$ cat src/rtl/stage_1.sv
// Instruction fetch stage: owns the PC, fetches over a req/ack port, feeds decode through an output+skid pair.
// Optional: define STAGE_1_MISALIGN_TRAP_EN to trap on redirects to non-word-aligned targets.
module stage_1 #(
  parameter logic [31:0] RESET_PC = 32'h0000_0000,
  parameter logic [31:0] NOP      = 32'h0000_0013
) (
  input  logic        i_clk,
  input  logic        i_rst,
  input  logic        i_stall,
  input  logic        i_b_taken,
  input  logic [31:0] i_b_pc,
  output logic        mem_req,
  output logic [31:0] mem_addr,
  input  logic        i_mem_ack,
  input  logic [31:0] i_mem_data,
  output logic [31:0] inst,
  output logic [31:0] pc,
  output logic        valid,
  output logic        misalign
);

`ifdef STAGE_1_MISALIGN_TRAP_EN
  typedef enum logic [1:0] {REQ, DROP, HOLD, TRAP} state_t;
`else
  typedef enum logic [1:0] {REQ, DROP, HOLD} state_t;
`endif

  state_t      state;
  logic [31:0] pc_reg;
  logic [31:0] tgt;
  logic [31:0] skid_inst;
  logic [31:0] skid_pc;
  logic        skid_valid;
  logic [31:0] target;
  logic        bad_tgt;

  assign target   = {i_b_pc[31:2], 2'b00};
  assign mem_req  = (state == REQ) || (state == DROP);
  assign mem_addr = pc_reg;

`ifdef STAGE_1_MISALIGN_TRAP_EN
  assign bad_tgt  = (i_b_pc[1:0] != 2'b00);
  assign misalign = (state == TRAP);
`else
  logic unused_lo;
  assign unused_lo = ^i_b_pc[1:0];
  assign bad_tgt   = 1'b0;
  assign misalign  = 1'b0;
`endif

  always_ff @(posedge i_clk) begin
    if (i_rst) begin
      state      <= REQ;
      pc_reg     <= RESET_PC;
      tgt        <= RESET_PC;
      skid_inst  <= NOP;
      skid_pc    <= RESET_PC;
      skid_valid <= 1'b0;
      valid      <= 1'b0;
      inst       <= NOP;
      pc         <= RESET_PC;
    end else begin
      case (state)
        REQ: begin
          if (i_b_taken) begin
            valid      <= 1'b0;
            inst       <= NOP;
            skid_valid <= 1'b0;
            if (bad_tgt) begin
`ifdef STAGE_1_MISALIGN_TRAP_EN
              state <= TRAP;
`endif
            end else if (i_mem_ack) begin
              pc_reg <= target;
            end else begin
              // word in flight belongs to the old path; swallow it in DROP
              tgt   <= target;
              state <= DROP;
            end
          end else if (i_mem_ack) begin
            pc_reg <= pc_reg + 32'd4;
            if (!valid || !i_stall) begin
              inst  <= i_mem_data;
              pc    <= pc_reg;
              valid <= 1'b1;
            end else begin
              skid_inst  <= i_mem_data;
              skid_pc    <= pc_reg;
              skid_valid <= 1'b1;
              state      <= HOLD;
            end
          end else if (!i_stall) begin
            valid <= 1'b0;
            inst  <= NOP;
          end
        end
        DROP: begin
          if (i_b_taken) begin
            valid      <= 1'b0;
            inst       <= NOP;
            skid_valid <= 1'b0;
            if (bad_tgt) begin
`ifdef STAGE_1_MISALIGN_TRAP_EN
              state <= TRAP;
`endif
            end else if (i_mem_ack) begin
              pc_reg <= target;
              state  <= REQ;
            end else begin
              tgt <= target;
            end
          end else if (i_mem_ack) begin
            pc_reg <= tgt;
            state  <= REQ;
          end
        end
        HOLD: begin
          if (i_b_taken) begin
            valid      <= 1'b0;
            inst       <= NOP;
            skid_valid <= 1'b0;
            if (bad_tgt) begin
`ifdef STAGE_1_MISALIGN_TRAP_EN
              state <= TRAP;
`endif
            end else begin
              pc_reg <= target;
              state  <= REQ;
            end
          end else if (!i_stall && skid_valid) begin
            inst       <= skid_inst;
            pc         <= skid_pc;
            valid      <= 1'b1;
            skid_valid <= 1'b0;
            state      <= REQ;
          end
        end
`ifdef STAGE_1_MISALIGN_TRAP_EN
        TRAP: begin
          // sticky until reset; a late ack from an abandoned request is ignored here
          valid <= 1'b0;
          inst  <= NOP;
        end
`endif
        default: state <= REQ;
      endcase
    end
  end

endmodule

$ cat config.mk
export PLATFORM = sky130hd
export DESIGN_NAME = stage_1
export DESIGN_NICKNAME = d
export VERILOG_FILES = /design/src/rtl/stage_1.sv
export SDC_FILE = /design/constraint.sdc
export NUM_CORES = 1
export LEC_CHECK = 0
export ABC_AREA = 0
export BUFFER_PORTS_ARGS = -buffer_cell sky130_fd_sc_hd__buf_2
export CAP_MARGIN = 10
export CORE_MARGIN = 3
export CORE_UTILIZATION = 50
export DETAILED_ROUTE_END_ITERATION = 8
export GPL_TIMING_DRIVEN = 1
export PLACE_DENSITY_LB_ADDON = 0.08
export SYNTH_ARGS = -nofsm -noshare
export SYNTH_HDL_FRONTEND = slang
export SYNTH_SLANG_ARGS = --single-unit
$ cat constraint.sdc
create_clock -name i_clk -period 2 [get_ports i_clk]
set_input_delay 0.4 -clock i_clk [delete_from_list [all_inputs] [get_ports i_clk]]
set_output_delay 0.4 -clock i_clk [all_outputs]
set_load 0.03 [all_outputs]
* Word-level counts from Yosys, hierarchy flattened *
Cells that the tools add are included.
Widths: inputs -> output; s select.

cells by class
  $add $sub $neg = 1
  $mul = 0
  divide/modulo/power cells = 0
  magnitude comparators = 0
  eq/ne operators = 17
  shift-type cells = 0
  multiplexer cells = 43
  bitwise gates (word level) = 3
  reduce and logical (&&, ||, !) cells = 16

operator list
  kind                   number
  $mux 32                18
  $pmux 32 s3            2
  $pmux 32 s2            1
  $add 32x3->32 const B  1
  $ne 3x3->1 const B     5
  $reduce_and 5->1       3
  $mux 2                 7
  $ne 2x2->1 const B     7
  $mux 1                 12
  $reduce_and 4->1       2
  $pmux 1 s3             2
  $pmux 2 s3             1
  $reduce_and 6->1       1
  $ne 4x3->1 const B     1
  $ne 4x4->1 const B     1
  $not 1->1              3
  $reduce_and 3->1       1
  $reduce_bool 3->1      1
  $eq 2x1->1 const B     1
  $eq 2x2->1 const B     1
  $logic_not 1->1        2
  $logic_not 2->1        1
  $logic_or 1x1->1       2
  $ne 2x1->1 const B     1
  3 further kinds        3

storage, ports and cells
  register bits after elaboration = 194
  latch bits = 0
  RAM bits = 0
  memory bits (read-only) = 0
  bits of input ports = 69
  output and inout port bits = 99
  word-level logic and storage cells = 89
  memories kept = 0

* Longest topological paths before layout *
  word-level depth = 6
  depth in mapped cells = 10
  depth with buffers taken out = 8

* Worst setup path before layout *
No wires, ideal clock.

  path kind = reg2reg
  from = register pc_reg[2] (netlist: mem_addr[2])
  to = register pc_reg[28] (netlist: mem_addr[28])
  arrival time = 1.939 ns
  data required time = 1.880 ns
  setup slack = -0.058 ns
  cell stages (with the launch flop) = 8
  clock period less this slack = 2.058 ns
  path through = dfxtp_1 > ha_1 > and4_1 > and2_0 > buf_2 > nand4_1 > and4b_1 > o31a_1

between the ends
  longest elaborated chain between the ends = 4

RTL lines
  element                 RTL line  source
  from (decl)             29        logic [31:0] pc_reg;
  from (signal assigned)  74        pc_reg <= target;
  from (signal assigned)  81        pc_reg <= pc_reg + 32'd4;
  from (signal assigned)  107       pc_reg <= target;
  $add 32x3->32           81
  $mux 32                 80        end else if (i_mem_ack) begin
  $mux 32                 65        if (i_b_taken) begin
  $pmux 32 s3             63        case (state)

No other way between the ends. The select of a mux whose other input is x is not followed.
A chain may end at the register's enable or synchronous reset.

* Worst setup path after layout *
  from = register state[0]
  to = register inst[31]

between the ends
  longest elaborated chain between the ends = 3
  elaborated cells between the ends (all ways) = 10

RTL lines
  element                                                    RTL line  source
  from (decl)                                                28        state_t state;
  from (signal assigned)                                     53        state <= REQ;
  from (signal assigned)                                     78        state <= DROP;
  from (signal assigned)                                     90        state <= HOLD;
  $eq 2x2->1, or another cell as far along                   63
  $ne 3x3->1 (no source line), or another cell as far along  -
  $reduce_and 5->1 (no source line)                          -
  to (signal assigned)                                       83        inst <= i_mem_data;
  to (signal assigned)                                       131       inst <= skid_inst;
  to (decl)                                                  16        output logic [31:0] inst,

Parallel ways exist; a longest one is shown, timed or not.

==> out/qor.tcl <==
set qor(syn_area_um2) 9174
set qor(first_global_vias) 8150
set qor(clk-insertion-delay-late_ps) 440
set qor(seq_area_frac_synth_pct) 42.33
set qor(routed_wire_length_per_instance_um) 19.05
set qor(status) {complete, but fails checks}
set qor(fmax_mhz) 486.6
set qor(fp.coreArea_um2) 17600
set qor(critPathKind) {register to register}
set qor(post_synth_num_cell_types) 68
set qor(post_cts_clock_slew_at_the_launch_and_capture_registers_of_the_worst_setup_and_hold_paths_ps) 80
set qor(syn_avg_cell_area_um2) 8.033
set qor(initial_utilization_pct) 52.13
set qor(slew_headroom_pct) 25.92
set qor(post_drt_via_cell_ratio) 5.946
set qor(final.fill_count) 1404
set qor(antenna_left) 0
set qor(largest_net_degree_at_the_start_of_global_routing) 98
set qor(grt-ovfl-total) 0
set qor(hold_viol_final) 0
set qor(antenna_found_initial) 0
set qor(p_leak_nw) 4.855
set qor(place_ws_ps) -108.9
set qor(final_layout_size_suffix_gt1_share_pct) 29.83
set qor(cts-buffers-inserted) 17
set qor(violated_checks) {negative setup slack}
set qor(finalWirelength_um) 30590
set qor(multi_input_gate_area_um2) 5056
set qor(number_of_synthesized_flops_with_an_enable_pin) 0
set qor(drt_first_iter_violations) 854
set qor(place.gp.congestion) 0.9584
set qor(design.die.area_um2) 20010
set qor(worst_setup_path_end_kind) {register}
set qor(syn-num-nets) 1216
set qor(grt_pass1_wl_um) 44370
set qor(path_max_fanout) 9
set qor(hpwlAfterDp_um) 19140
set qor(area.growth.synth_to_final_pct) 34.07
set qor(max_clock_buf_depth) 2
set qor(nNetsFinal) 1442
set qor(min_period_ps) 2055
set qor(finalCritPeriodShare_pct) 102.8
set qor(cp_slowest_stage_delay_ps) 340
set qor(tightestPinTransition_ps) 1111
set qor(required_ps) 2270
set qor(report.final.slew_viol_count) 0
set qor(max_cap_viol_count) 0
set qor(drt_pass1_iterations) 7
set qor(antenna_cells_inserted) 0
set qor(buffer_ports.inserted) 164
set qor(grt_setup_unrepaired) {yes}
set qor(die_w_um) 141.5
set qor(setup-violations-final) 23
set qor(max-vdd-ir-drop_mv) 0.6624
set qor(grtUsageTotal_pct) 27.50
set qor(synthesis.yosys.warnings) 0
set qor(clockRootBuffer) {clkbuf_16}
set qor(yosys_register_bits) 194
set qor(timing.critical_path.from_type) {register}
set qor(fin_worst_skew_ps) 10.00
set qor(timing.hold.worst.class) {input pin to register}
set qor(io-pin-count) 168
set qor(postCtsHoldBufs) 0
set qor(crit_chain) {inv_2 -> buf_6 -> ha_4 -> buf_6 -> a21o_1 -> a211oi_4 -> buf_12 -> buf_12 -> clkbuf_16 -> a211oi_2}
set qor(ys_async_sr_fraction_pct) 0
set qor(synth_cells) 1142
set qor(clock_tree.htree_level_count) 4
set qor(seqCellArea_um2) 3889
set qor(rows) 48
set qor(fp.dieH_um) 141.5
set qor(finalWorstSetupSlack_ps) -55.11
set qor(clkSinkCount) 194
set qor(cts_tree) {yes}
set qor(power_density_nw_per_um2) 884.1
set qor(dr_total_vias) 9550
set qor(power.total_mw) 10.87
set qor(ys.flop_type) {dfxtp_1}
set qor(reg2reg_slack_ps) -60
set qor(cp.arrival_ps) 2330
set qor(detail_route.drc_violations) 0
set qor(crit_path_top_delay_cell) {dfxtp_2}
per-stage QoR:
stage | utilization [%] | area (µm²) | TNS, ps | instances | hold slack, ps
final | 69.89 | 12300 | -668.4 | 1606 | 178.0
after global routing | 69.89 | 12300 | -2725 | 1606 | 199.5
after CTS | 66.44 | 11690 | 0 | 1583 | 176.2
after detailed placement | 61.91 | 10890 | -2262 | 1544 | 446.1
after global placement | 61.91 | 10890 | -1798 | 1544 | 440.7
after floorplan | - | 9180 | 0 | 1142 | 435.2
layer usage:
metal / share of wire, % / vias up / global-route usage [%]
li1: - / 4568 / -
met1: 45 / 4513 / 40.94
met2: 45 / 418 / 40.73
met3: 7.8 / 51 / 4.921
met4: 2.0 / 0 / 8.131
met5: 0 / - / 0
logic make-up (layout without fill, tap and decap cells):
| logic type | after synthesis | in the layout | synth area share, % |
|---|---|---|---|
| simple gates | 404 | 404 | 19.12 |
| fa+ha+maj | 5 | 5 | 0.6819 |
| mux | 55 | 55 | 6.028 |
| xor+xnor | 1 | 1 | 0.09549 |
| other cells | 1 | 1 | 0.04088 |
| flops | 194 | 194 | 42.33 |
| buf+inv | 124 | 363 | 5.797 |
| compound gates | 358 | 358 | 25.90 |
cell usage in the layout, fill, tap and decap left out, drive strengths merged, types with 5 or more instances in the layout:
master / instances
a211oi: 66
a21oi: 121
a221oi: 9
a222oi: 6
a22oi: 47
a31oi: 6
and2: 9
and3: 8
buf: 308
clkbuf: 28
clkinv: 5
dfxtp: 194
ha: 5
inv: 19
mux2i: 53
nand2: 222
nand2b: 7
nand3: 19
nand4: 8
nor2: 92
nor2b: 5
nor3: 7
nor4: 12
o211ai: 7
o21ai: 34
o22ai: 18
report_power, final:
part	internal (mW)	total, mW	leakage, nW	switching [mW]
registers	4.13	4.32	1.58	0.185
clock network	1.71	3.36	0.276	1.65
logic	1.33	3.19	3.00	1.86
final cells by class:
type                    count  area share [%]
multi-input cells         824           41.11
flip-flops and latches    194           31.62
repair buffers            316           19.79
clock buffers              20           3.713
well taps                 225           2.289
clock inverters            12          0.9766
inverters                  15          0.5086
critical path: cells and delay by family, from the launching register on:
family	cells	cell delay, ps
buf+inv	6	790
compound gates	3	570
flops	1	340
fa+ha+maj	1	180
cells in the mapped netlist, drive strengths merged, types with 5 or more instances:
| cell | instances | area share, % |
|---|---|---|
| and2 | 9 | 0.61 |
| inv | 15 | 0.61 |
| a222oi | 6 | 0.65 |
| nor4 | 12 | 0.82 |
| o211ai | 7 | 0.57 |
| ha | 5 | 0.68 |
| o22ai | 18 | 1.2 |
| a31oi | 6 | 0.41 |
| o21ai | 34 | 1.9 |
| buf | 44 | 2.5 |
| nor2b | 5 | 0.34 |
| a22oi | 47 | 3.8 |
| nor3 | 7 | 0.44 |
| nand3 | 19 | 1.1 |
| a21oi | 121 | 6.6 |
| nand2 | 222 | 9.1 |
| dfxtp | 194 | 42 |
| mux2i | 53 | 5.8 |
| clkbuf | 65 | 2.7 |
| nand4 | 8 | 0.55 |
| nor2 | 92 | 3.8 |
| and3 | 8 | 0.55 |
| nand2b | 7 | 0.48 |
| a221oi | 9 | 0.93 |
| a211oi | 66 | 5.5 |
final timing paths:
kind                                     end  cells after the start           from
worst max-delay path                inst[31]                     10       state[0]
worst min register to register       tgt[14]                      2        tgt[14]
worst min-delay path            skid_inst[0]                      3  i_mem_data[0]
worst max register to register      inst[31]                     10       state[0]
what timing repair did:
action | 4_1_cts | 5_1_grt
pin swaps | 7 | 25
gates resized for setup | 22 | 70
endpoints found under the setup margin | 63 | 156
buffers inserted | 4 | 9
gates cloned | 3 | 16
Note: power is estimated with default switching activity, not from simulation.
